`config.mk`:
```
export PLATFORM = sky130hd
export DESIGN_NAME = register_file
export DESIGN_NICKNAME = d
export VERILOG_FILES = /design/src/rtl/regfile_pkg.sv /design/src/rtl/regfile_word.sv /design/src/rtl/register_file.sv
export SDC_FILE = /design/constraint.sdc
export NUM_CORES = 1
export LEC_CHECK = 0
export ABC_AREA = 0
export CAP_MARGIN = 20
export CORE_ASPECT_RATIO = 0.7
export CORE_MARGIN = 2
export CORE_UTILIZATION = 40
export CTS_CLUSTER_SIZE = 10
export DETAILED_ROUTE_END_ITERATION = 10
export HOLD_SLACK_MARGIN = 0.12
export PLACE_DENSITY_LB_ADDON = 0.1
export SLEW_MARGIN = 20
export SYNTH_ARGS = -nofsm -noshare
export SYNTH_HDL_FRONTEND = slang
export SYNTH_SLANG_ARGS = --single-unit
```
`constraint.sdc`:
```
create_clock -name clk -period 5.65 [get_ports clk]
set_clock_uncertainty 0.15 [all_clocks]
set_input_delay 1.695 -clock clk [delete_from_list [all_inputs] [get_ports clk]]
set_output_delay 1.695 -clock clk [all_outputs]
set_load 0.01 [all_outputs]
```
`src/rtl/regfile_pkg.sv`:
```
// Shared constants and types for the register file slice.
// Optional macro REGFILE_BYPASS_EN (used in register_file) enables write-through forwarding.
package regfile_pkg;

  localparam int AW     = 3;
  localparam int N_REGS = 2 ** AW;
  localparam int LR_IDX = 7;

  typedef logic [AW-1:0] reg_addr_t;

endpackage : regfile_pkg

```
`src/rtl/regfile_word.sv`:
```
// One W-bit storage word with synchronous active-low clear and load enable.
module regfile_word #(
  parameter int W = 32
) (
  input  logic         clk,
  input  logic         reset,
  input  logic         load_i,
  input  logic [W-1:0] d_i,
  output logic [W-1:0] q_o
);

  logic [W-1:0] word_q;
  logic [W-1:0] word_d;

  always_comb begin
    word_d = word_q;
    if (load_i) word_d = d_i;
  end

  // Clear wins over load so a reset cycle discards any pending write.
  always_ff @(posedge clk) begin
    if (!reset) word_q <= '0;
    else        word_q <= word_d;
  end

  assign q_o = word_q;

endmodule : regfile_word

```
`src/rtl/register_file.sv`:
```
// 8-entry register file: two combinational read ports, one write port plus link-register strobe.
// Define REGFILE_BYPASS_EN to forward same-cycle write data onto the read ports.
module register_file
  import regfile_pkg::*;
#(
  parameter int W = 32
) (
  input  logic         clk,
  input  logic         reset,
  input  logic         WE,
  input  logic         LRWrite,
  input  reg_addr_t    Add1,
  input  reg_addr_t    Add2,
  input  reg_addr_t    Add3,
  input  logic [W-1:0] in,
  output logic [W-1:0] out1,
  output logic [W-1:0] out2
);

  logic [W-1:0]      regs_q [N_REGS];
  logic [N_REGS-1:0] load;

  // When Add3 equals LR_IDX both strobes hit the same word with the same data.
  for (genvar i = 0; i < N_REGS; i++) begin : g_word
    assign load[i] = (WE && (Add3 == reg_addr_t'(i))) || (LRWrite && (i == LR_IDX));

    regfile_word #(.W(W)) u_word (
      .clk    (clk),
      .reset  (reset),
      .load_i (load[i]),
      .d_i    (in),
      .q_o    (regs_q[i])
    );
  end

`ifdef REGFILE_BYPASS_EN
  logic hit1;
  logic hit2;

  // Forwarding is gated by reset so a clearing cycle never shows the discarded write.
  always_comb begin
    hit1 = reset && ((WE && (Add3 == Add1)) || (LRWrite && (Add1 == reg_addr_t'(LR_IDX))));
    hit2 = reset && ((WE && (Add3 == Add2)) || (LRWrite && (Add2 == reg_addr_t'(LR_IDX))));
    out1 = hit1 ? in : regs_q[Add1];
    out2 = hit2 ? in : regs_q[Add2];
  end
`else
  always_comb begin
    out1 = regs_q[Add1];
    out2 = regs_q[Add2];
  end
`endif

endmodule : register_file

```
=== Yosys cells after proc, flatten, opt, wreduce, memory -nomap -nowiden ===
Cells that the tools add are included.

* Flip-flop bits (word level): 256
* Input port bits: 45
* Output and inout port bits: 64
* Logic and storage cells: 35

* Order comparisons: 2
* Equality and inequality tests: 7
* Mux-type cells: 6
* Bitwise operators: 2
* Reductions and logical operators: 10

{| class="wikitable"
|+ Operators with widths
! cell !! number
|-
| binary-select mux 32 bit (select 3 bit) || 2
|-
| 2-to-1 mux 32 bit || 4
|-
| == test 3 bit, second input constant || 4
|-
| greater-or-equal comparator 4 bit, second input constant || 2
|-
| logical AND 1 bit || 8
|-
| NOT 3 -> 4 bit || 2
|-
| == test 3 x 2 -> 1 bit, second input constant || 2
|-
| == test 3 x 1 -> 1 bit, second input constant || 1
|-
| zero test 3 bit || 1
|-
| logical OR 1 bit || 1
|}

=== Longest topological paths before layout ===
* Word-level depth: 4
* Gate-level depth with buffers: 6
* Mapped depth without buffers: 3

=== Cells and area by module ===
From an unflattened synthesis, not the netlist that was laid out.

* Cell total of the unflattened synthesis: 1065
* Area total of the unflattened synthesis: 14171.1 um^2

{| class="wikitable"
|+ Modules (own cells, without submodules)
! module !! times used !! cells an instance !! area each (um^2) !! sequential area each (um^2)
|-
| regfile_word || 8 || 103 || 1243.7 || 640.6
|-
| register_file || 1 || 241 || 4221.5 || 0.0
|}

=== Worst setup path after synthesis ===
No wires, ideal clock.

* Kind: input to output
* Start point: input Add2[2]
* End point: output out2[22]
* Data arrival time: 2858 ps
* Data required time: 3805 ps
* Path slack: 947 ps
* Stages on the path: 5
* Path buffers: 3
* Cell sequence: buf_6 -> buf_2 -> buf_2 -> mux4_2 -> mux2_2

* Longest elaborated chain between the ends: 4

{| class="wikitable"
|+ RTL lines
! what !! RTL line !! RTL
|-
| from (decl) || register_file.sv:13 || <nowiki>input reg_addr_t Add2,</nowiki>
|-
| NOT 3 -> 4 bit (not written as such) || register_file.sv:50 || <nowiki>out2 = regs_q[Add2];</nowiki>
|-
| binary-select mux 32 bit (select 3 bit) || register_file.sv:50 ||
|-
| 2-to-1 mux 32 bit (not written as such) (2 in series) || register_file.sv:50 ||
|-
| to (decl) || register_file.sv:17 || <nowiki>output logic [W-1:0] out2</nowiki>
|}

No other way between the ends. The select of a mux whose other input is x is not followed.

=== Worst setup path in the final report ===
* Start point: input Add1[1]
* End point: output out1[24]

* Longest elaborated chain between the ends: 4

{| class="wikitable"
|+ RTL lines
! what !! RTL line !! RTL
|-
| from (decl) || register_file.sv:12 || <nowiki>input reg_addr_t Add1,</nowiki>
|-
| NOT 3 -> 4 bit (not written as such) || register_file.sv:49 || <nowiki>out1 = regs_q[Add1];</nowiki>
|-
| binary-select mux 32 bit (select 3 bit) || register_file.sv:49 ||
|-
| 2-to-1 mux 32 bit (not written as such) (2 in series) || register_file.sv:49 ||
|-
| to (decl) || register_file.sv:16 || <nowiki>output logic [W-1:0] out1,</nowiki>
|}

No other way between the ends. The select of a mux whose other input is x is not followed.

==> results.rst <==
.. list-table::
   :header-rows: 1

   * - Metric
     - Value
   * - Worst hold-check slack
     - 0.312 ns
   * - Number of different library cells in the post-synthesis netlist
     - 26
   * - Via count of the first global-routing pass
     - 10,243
   * - Count of input and output buffers
     - 108
   * - Worst rel slew slack
     - 0.274
   * - Number of cells upsized or downsized after cts
     - 0
   * - Residual overflow from global routing
     - 0
   * - Critical path class
     - primary input to output pin
   * - Worst hold path type
     - register to register
   * - Top delay family on crit path
     - buffers and inverters
   * - Die Height
     - 160 um
   * - Overall die area
     - 36,100 um^2
   * - Number of antenna violations at the first check in global routing
     - 1
   * - Master cell of the clock root buffer
     - sky130_fd_sc_hd__clkbuf_16
   * - Static Leak
     - 5.57 nW
   * - Buffers inserted during post-CTS setup optimization
     - 0
   * - Total of warnings raised by yosys
     - 0
   * - IR Drop Worst-Case VDD
     - 0.201 mV
   * - #FFs+latches synth
     - 256
   * - Outcome
     - complete, no violations
   * - Synth Net Count
     - 1,438
   * - Standard-cell rows
     - 56
   * - Synthesis-to-layout area growth
     - 13.6%
   * - CP startpoint kind
     - primary input
   * - Count of maximum capacitance violations
     - 0
   * - Worst-path cell chain
     - buf_4 -> buf_4 -> mux4_1 -> mux2_4 -> clkdlybuf4s50_1
   * - Routed wirelength normalized by instance count
     - 21.8 um
   * - Overall Global Routing Usage
     - 0.228
   * - Floorplan core area
     - 33,800 um^2
   * - Slew at the pin closest to its max-slew limit
     - 1.09 ns
   * - Worst Path Arrival
     - 3.51 ns
   * - Power Dens Cells
     - 254 nW/um^2
   * - 1st-iter DRT viols
     - 837
   * - RSZ-0062 raised after global routing
     - no
   * - Final setup violation count
     - 0
   * - Share of synthesized area occupied by flip-flops and latches
     - 0.370
   * - CTS tree
     - done
   * - Critical path buffer and inverter count
     - 3
   * - Starting Density
     - 0.410
   * - Crit path required time
     - 3.81 ns
   * - Clk pin slew, worst setup/hold paths
     - 0.06 ns
   * - Skew-Pair Late Insertion Delay
     - 0.56 ns
   * - Total count of max-transition violations in the final report
     - 0
   * - DRC violations left
     - 0
   * - Deepest level of the CTS H-tree
     - 1
   * - Flip-flop count of the largest register, all copies and words added
     - 256
   * - Count of nets left with antenna violations after detail routing
     - 0
   * - Startpoint of the lowest-slack register-to-register path
     - g_word[5].u_word.q_o[11]
   * - Post-layout nets
     - 1,445
   * - Worst-path maximum fanout
     - 10
   * - First-pass DRT Iterations
     - 5
   * - Clock tree buffer depth
     - 3
   * - Post-route minimum period
     - 5.36 ns
   * - Wire length of the first global-routing pass
     - 63,500 um
   * - Hold_sp
     - g_word[6].u_word.q_o[14]
   * - Number of CTS-inserted buffers
     - 29
   * - Post-placement cell area
     - 15,000 um^2
   * - Post-synthesis instance area
     - 13,800 um^2
   * - Worst path max stage delay
     - 0.59 ns
   * - Cell type with the highest occurrence count on the critical path
     - sky130_fd_sc_hd__buf_4
   * - # placed instances
     - 1,833
   * - Routed Wire Length
     - 40,700 um
   * - TritonCTS Sinks
     - 256
   * - Global placement routability congestion
     - 0.741
   * - Number of instances in the synthesized netlist
     - 1,393
   * - Setup total negative slack
     - 0 ns
   * - HPWL Detailed
     - 23,900 um
   * - Die outline width
     - 226 um
   * - Sort of element at the end of the critical path
     - output pin
   * - Final cell area excluding filler cells
     - 15,700 um^2
   * - Antenna diodes
     - 0
   * - Post-cts hold buffer count
     - 0
   * - Share of the cycle needed by the critical path after routing
     - 0.949
   * - Total count of hold-check failures in the final report
     - 0
   * - Layout filler cell count
     - 3,220
   * - I/O pin total
     - 109
   * - Slowest cell on the critical path
     - sky130_fd_sc_hd__mux4_1
   * - Mean instance size in the synthesized netlist
     - 9.94 um^2
   * - Vias post-DR
     - 10,434
   * - Maximum number of pins on one net before global-route repair
     - 122
   * - Fmax
     - 0.187 GHz
   * - Via density
     - 5.59
   * - Finished Core Util
     - 0.466
   * - Post-route non-filler standard cell count
     - 1,867
   * - Most used cells in the layout excluding fill and tap cells
     - sky130_fd_sc_hd__nand2_1, sky130_fd_sc_hd__dfxtp_1, sky130_fd_sc_hd__a21boi_1
   * - Critical Path Start
     - Add1[1]
   * - Proportion of layout cells with a drive suffix above 1
     - 0.160
   * - Most frequent standard cell in the layout excluding fill and tap cells
     - sky130_fd_sc_hd__nand2_1
[cells by family after synthesis]
family / synth area share
AO/OA/AOI/OAI: 0.134
buffers and inverters: 0.0675
flip-flops: 0.370
multiplexers: 0.275
AND/OR/NAND/NOR: 0.153
[path summary, 6_finish.rpt]
check	endpoint	slack [ns]	cells after the start
worst max-delay path	out1[24]	0.29	5
worst min-delay path	g_word[6].u_word.q_o[14]	0.31	2
worst max register to register	g_word[5].u_word.q_o[11]	4.80	2
worst min register to register	g_word[6].u_word.q_o[14]	0.31	2
[final cells by class]
| cell class | count | area, um^2 | share of cell area |
|---|---|---|---|
| multi-input combinational | 975 | 7820 | 0.497 |
| timing repair buffer | 138 | 1450 | 0.0922 |
| tap | 464 | 581 | 0.0369 |
| sequential | 256 | 5120 | 0.326 |
| clock buffer | 33 | 741 | 0.0471 |
| clock inverter | 1 | 8.76 | 0.000557 |
[Yosys cell counts (all sizes together)]
library cell  count  share of area
nand4b            3         0.0019
and4b             3         0.0022
clkbuf           59          0.016
a41oi             1         0.0012
dfxtp           256           0.37
nor4b             1         0.0017
mux2             64          0.053
a21boi          224           0.12
and4bb            3         0.0027
buf             103          0.051
o21ai            32          0.012
nand4bb           3         0.0024
mux4            128           0.22
or4b              1        0.00072
nand3            32          0.012
nand2           480           0.13
[per-stage QoR]
step	setup slack, ns	total power [W]
2_1_floorplan	0.947	0.00224
3_3_place_gp	0.292	0.00239
3_5_place_dp	0.271	0.00240
4_1_cts	0.276	0.00405
5_1_grt	0.236	0.00415
6_report	0.290	0.00400
[worst register-to-register path, delay by kind of cell, from the launching register on]
| family | cells | cell delay, ns |
|---|---|---|
| AO/OA/AOI/OAI | 1 | 0.17 |
| flip-flops | 1 | 0.38 |
| AND/OR/NAND/NOR | 1 | 0.08 |
[where the power goes]
part	internal, W	switching (W)	total (W)
Clock	0.000907	0.000737	0.00164
Combinational	0.000223	0.000246	0.000469
Sequential	0.00185	0.0000346	0.00189
Total	0.00298	0.00102	0.00400
[per-layer routing]
metal	GRT usage	wire length, um	vias up
met5	0	16	-
met4	0.0407	594	2
met3	0.0348	1990	47
met2	0.353	18300	269
met1	0.339	19800	5225
li1	-	-	4891
Note: power is estimated with default switching activity, not from simulation.
==> variant 1, RTL diff (same settings) <==
`AW`: 3 -> 2.
--- a/src/rtl/regfile_pkg.sv
+++ b/src/rtl/regfile_pkg.sv
@@ -4,3 +4,3 @@
 
-  localparam int AW     = 3;
+  localparam int AW     = 2;
   localparam int N_REGS = 2 ** AW;
Ports: changed (resized Add1, Add2 and Add3); port bits go from 109 to 106. No check against the original RTL was run, so the function may have changed too.
==> variant 1 against the original RTL <==
Wire length fell by 62%. Non-clock buffer count decreased by 22. Design area decreased by 49%. Area after synthesis down 54%. Worst hold slack better by 4.5 ps. Total power down 41%. Sequential cell count is 128 lower. Worst setup slack better by 240 ps.
==> variant 1: results (changes against the original RTL) <==
- Run status: complete, no violations
- Sequential share of power: 40.5% (-6.7 points)
- Critical R2R Launch: g_word[1].u_word.q_o[12]
- Hpwl dp: 9390 um (-61%)
- # resized after CTS: 0 (unchanged)
- Worst Setup EP: out1[2]
- Max FFs per register: 128 (-50%)
- Crit path max fanout: 9 (-1)
- Clock Power: 0.00114 W (-30%)
- Post-CTS Setup Inserts: 0 (unchanged)
- Fmax: 0.195 GHz (+4.6%)
- Vias in the first global route: 4752 (-54%)
- Critical path arrival: 3280 ps (-230 ps)
- Maximum vdd drop: 0.000182 V (-9.2%)
- Post-synth net total: 575 (-60%)
- Later-pin clock latency in the skew report: 400 ps (-160 ps)
- Reg clk slew, reported paths: 60 ps (about the same)
- WL final: 15500 um (-62%)
- RePlAce Congestion: 0.730 (-1.5%)
- Largest net degree at the start of global routing: 91 (-25%)
- Top post-synthesis cells by area: dfxtp_1, mux2i_1, mux4_2
- Vias: 4451 (-57%)
- Detailed Routing Iterations Pass 1: 4 (-1)
- # port buffers: 104 (-3.7%)
- Non-Filler Instances: 832 (-55%)
- First-pass GRT wire length: 25100 um (-60%)
- Gr usage total: 19.4% (-3.4 points)
- Psw: 0.000566 W (-44%)
- Post-place setup slack: 509 ps (+238 ps)
- Post-synthesis cell count: 533 (-62%)
- Nets: 661 (-54%)
- Placed Cells: 800 (-56%)
- Filler cells: 1354 (-58%)
- Min-Delay Path Class: flip-flop to flip-flop
- FF-to-FF setup slack: 4790 ps (about the same)
- Layout cell share with drive strength beyond 1: 16.8% (+0.74 points)
- Clock tree buffer depth: 2 (-1)
- Crit. Startpoint: Add1[0]
- Synth cell count leaders: nand2_1, dfxtp_1, mux2i_1, mux4_2, buf_2
- R2r endpoint: g_word[1].u_word.q_o[12]
- Seq/Total Area, Yosys: 40.2% (+3.2 points)
- Lkg Pwr: 3.40 nW (-39%)
- Synth cell types: 13 (-50%)
- Num CTS Buffers: 17 (-41%)
- Placed Instance Area: 0.00738 mm^2 (-51%)
- Initial drt markers: 287 (-66%)
- Top FF cell, synth: dfxtp_1
- Initial antenna violation count: 0 (-1)
- Least-Margin Pin Slew: 726 ps (-363 ps)
- Overall power: 0.00236 W (-41%)
- CTS H-tree depth: 4 (+3)
[variant 1: cell types whose count changed after synthesis, sizes merged, moves of 64 or more]
cell	unedited run	this run
mux2i	0	128
nand2	480	160
a21boi	224	0
mux2	64	0
dfxtp	256	128
mux4	128	64
[variant 1: cell families after synthesis]
| group | synth area share (%) |
|---|---|
| AND/OR/NAND/NOR | 10.0 |
| buffers and inverters | 6.60 |
| flip-flops | 40.2 |
| multiplexers | 43.2 |
[variant 1: worst min path at each step]
stage	start	depth (start not counted)	slack [ps]	endpoint
after floorplan	g_word[0].u_word.q_o[31]	2	290	g_word[0].u_word.q_o[31]
after global placement	g_word[0].u_word.q_o[31]	2	300	g_word[0].u_word.q_o[31]
after detailed placement	g_word[0].u_word.q_o[13]	2	310	g_word[0].u_word.q_o[13]
after CTS	g_word[2].u_word.q_o[5]	2	320	g_word[2].u_word.q_o[5]
after global routing	g_word[3].u_word.q_o[9]	2	340	g_word[3].u_word.q_o[9]
final	g_word[2].u_word.q_o[5]	2	320	g_word[2].u_word.q_o[5]
[variant 1: critical path, cell delays in order]
cell and delay (ps):
buf_2 270, buf_4 280, mux4_2 530, clkdlybuf4s50_1 490
[variant 1: layer usage]
layer	GRT usage [%]	vias up	routed length, um
met4	6.02	0	174
met3	5.20	19	761
met2	32.4	107	7360
li1	-	2082	-
met1	24.9	2243	7220
met5	0	-	0
[variant 1: final cells by class]
class,instances,area (um^2),area share (%)
Clock inverter,12,158,1.97
Sequential cell,128,2560,32.1
Timing Repair Buffer,116,1170,14.6
Multi-Input combinational cell,356,3400,42.5
Tap cell,200,250,3.13
Clock buffer,20,457,5.71
==> variant 2, RTL diff (same settings) <==
Without the edit above. Reset style: asynchronous (`reset`), changed in one clocked block.
--- a/src/rtl/regfile_word.sv
+++ b/src/rtl/regfile_word.sv
@@ -20,3 +20,3 @@
   // Clear wins over load so a reset cycle discards any pending write.
-  always_ff @(posedge clk) begin
+  always_ff @(posedge clk or negedge reset) begin
     if (!reset) word_q <= '0;
Formal check against the unedited RTL: differs if reset is asserted again (counterexample within 4 cycles, from zero or initial values and one cycle with reset low); with reset held inactive, the same outputs for 4 cycles.
==> variant 2 against the original RTL <==
Synthesized cell count is 44% lower. Wire length fell by 14%. Worst setup slack got worse by 20 ps. Via count decreased by 24%. Sequential cell count did not move. Critical endpoint is now out2[28]. Non-clock buffer count shrank 3. Count of clock-buffer cells in the layout is 7 higher. Utilization increased by 1.5 points. Design area is 2.9% higher. Area after synthesis down 0.80%.
Power is not compared: it rests on default switching activity, and its combinational part moved more than twofold at a synthesized area within 25%.
==> variant 2: results (changes against the original RTL) <==
- Run status: complete, no violations
- Synth cell types: 16 (-38%)
- Layout cell share with drive strength beyond 1: 48.4% (+32 points)
- Post-place setup slack: 253 ps (-17.8 ps)
- Min Hold Slack: 350 ps (+38.3 ps)
- Largest net degree at the start of global routing: 151 (+24%)
- First-pass GRT wire length: 55000 um (-13%)
- Post-synthesis cell count: 779 (-44%)
- Non-Clock Buffer Count: 135 (-2.2%)
- Vias per std cell: 5.99 (+7.3%)
- #MultiIn Comb: 456 (-53%)
- Least-Margin Pin Slew: 725 ps (-364 ps)
- Synth-to-layout area growth: 17.8%
- Hpwl dp: 20100 um (-16%)
- R2r endpoint: g_word[7].u_word.q_o[5]
- Gr usage total: 20.2% (-2.6 points)
- Filler cells: 2817 (-13%)
- Top FF cell, synth: dfrtp_1
- Ys async rst share: 100% (+100 points)
- Critical R2R Launch: g_word[7].u_word.q_o[5]
- Nets: 924 (-36%)
- Crit path max fanout: 12 (+2)
- Worst r2r path cells: 1 (-1)
- Vias in the first global route: 8889 (-13%)
- ClkCell Share: 5.16% (+0.39 points)
- DR WL/cell: 26.5 um (+22%)
- Critical path arrival: 3540 ps (+30 ps)
- Detailed Routing Iterations Pass 1: 4 (-1)
- Seq/Total Area, Yosys: 46.7% (+9.6 points)
- Num CTS Buffers: 30 (+3.4%)
- FF-to-FF setup slack: 4690 ps (-110 ps)
- Hold Crit Depth: 1 (-1)
- Top post-synthesis cells by area: dfrtp_1, mux2_2, mux4_1
==> variant 2: worst max-delay path by stage <==
stage,slack (ps),from,endpoint,cells past startpoint
finish,270,Add2[0],out2[28],5
global route,190,Add2[0],out2[1],5
CTS,250,Add2[0],out2[28],5
detailed placement,250,Add2[0],out2[28],5
global placement,270,Add2[0],out2[28],5
floorplan,990,Add1[0],out1[0],4
==> variant 2: layer usage <==
metal / part of all wire (%) / track usage [%] / vias to the layer above
met5: 0 / 0 / -
met4: 2.4 / 5.15 / 0
met3: 3.4 / 3.30 / 62
met2: 51 / 35.1 / 150
met1: 43 / 26.4 / 4377
li1: - / - / 3348
==> variant 2: kinds of logic after synthesis <==
family	count (synthesis)	synth area share (%)
multiplexers	448	49.5
buffers and inverters	67	3.18
flip-flops	256	46.7
AND/OR/NAND/NOR	7	0.583
AO/OA/AOI/OAI	1	0.119
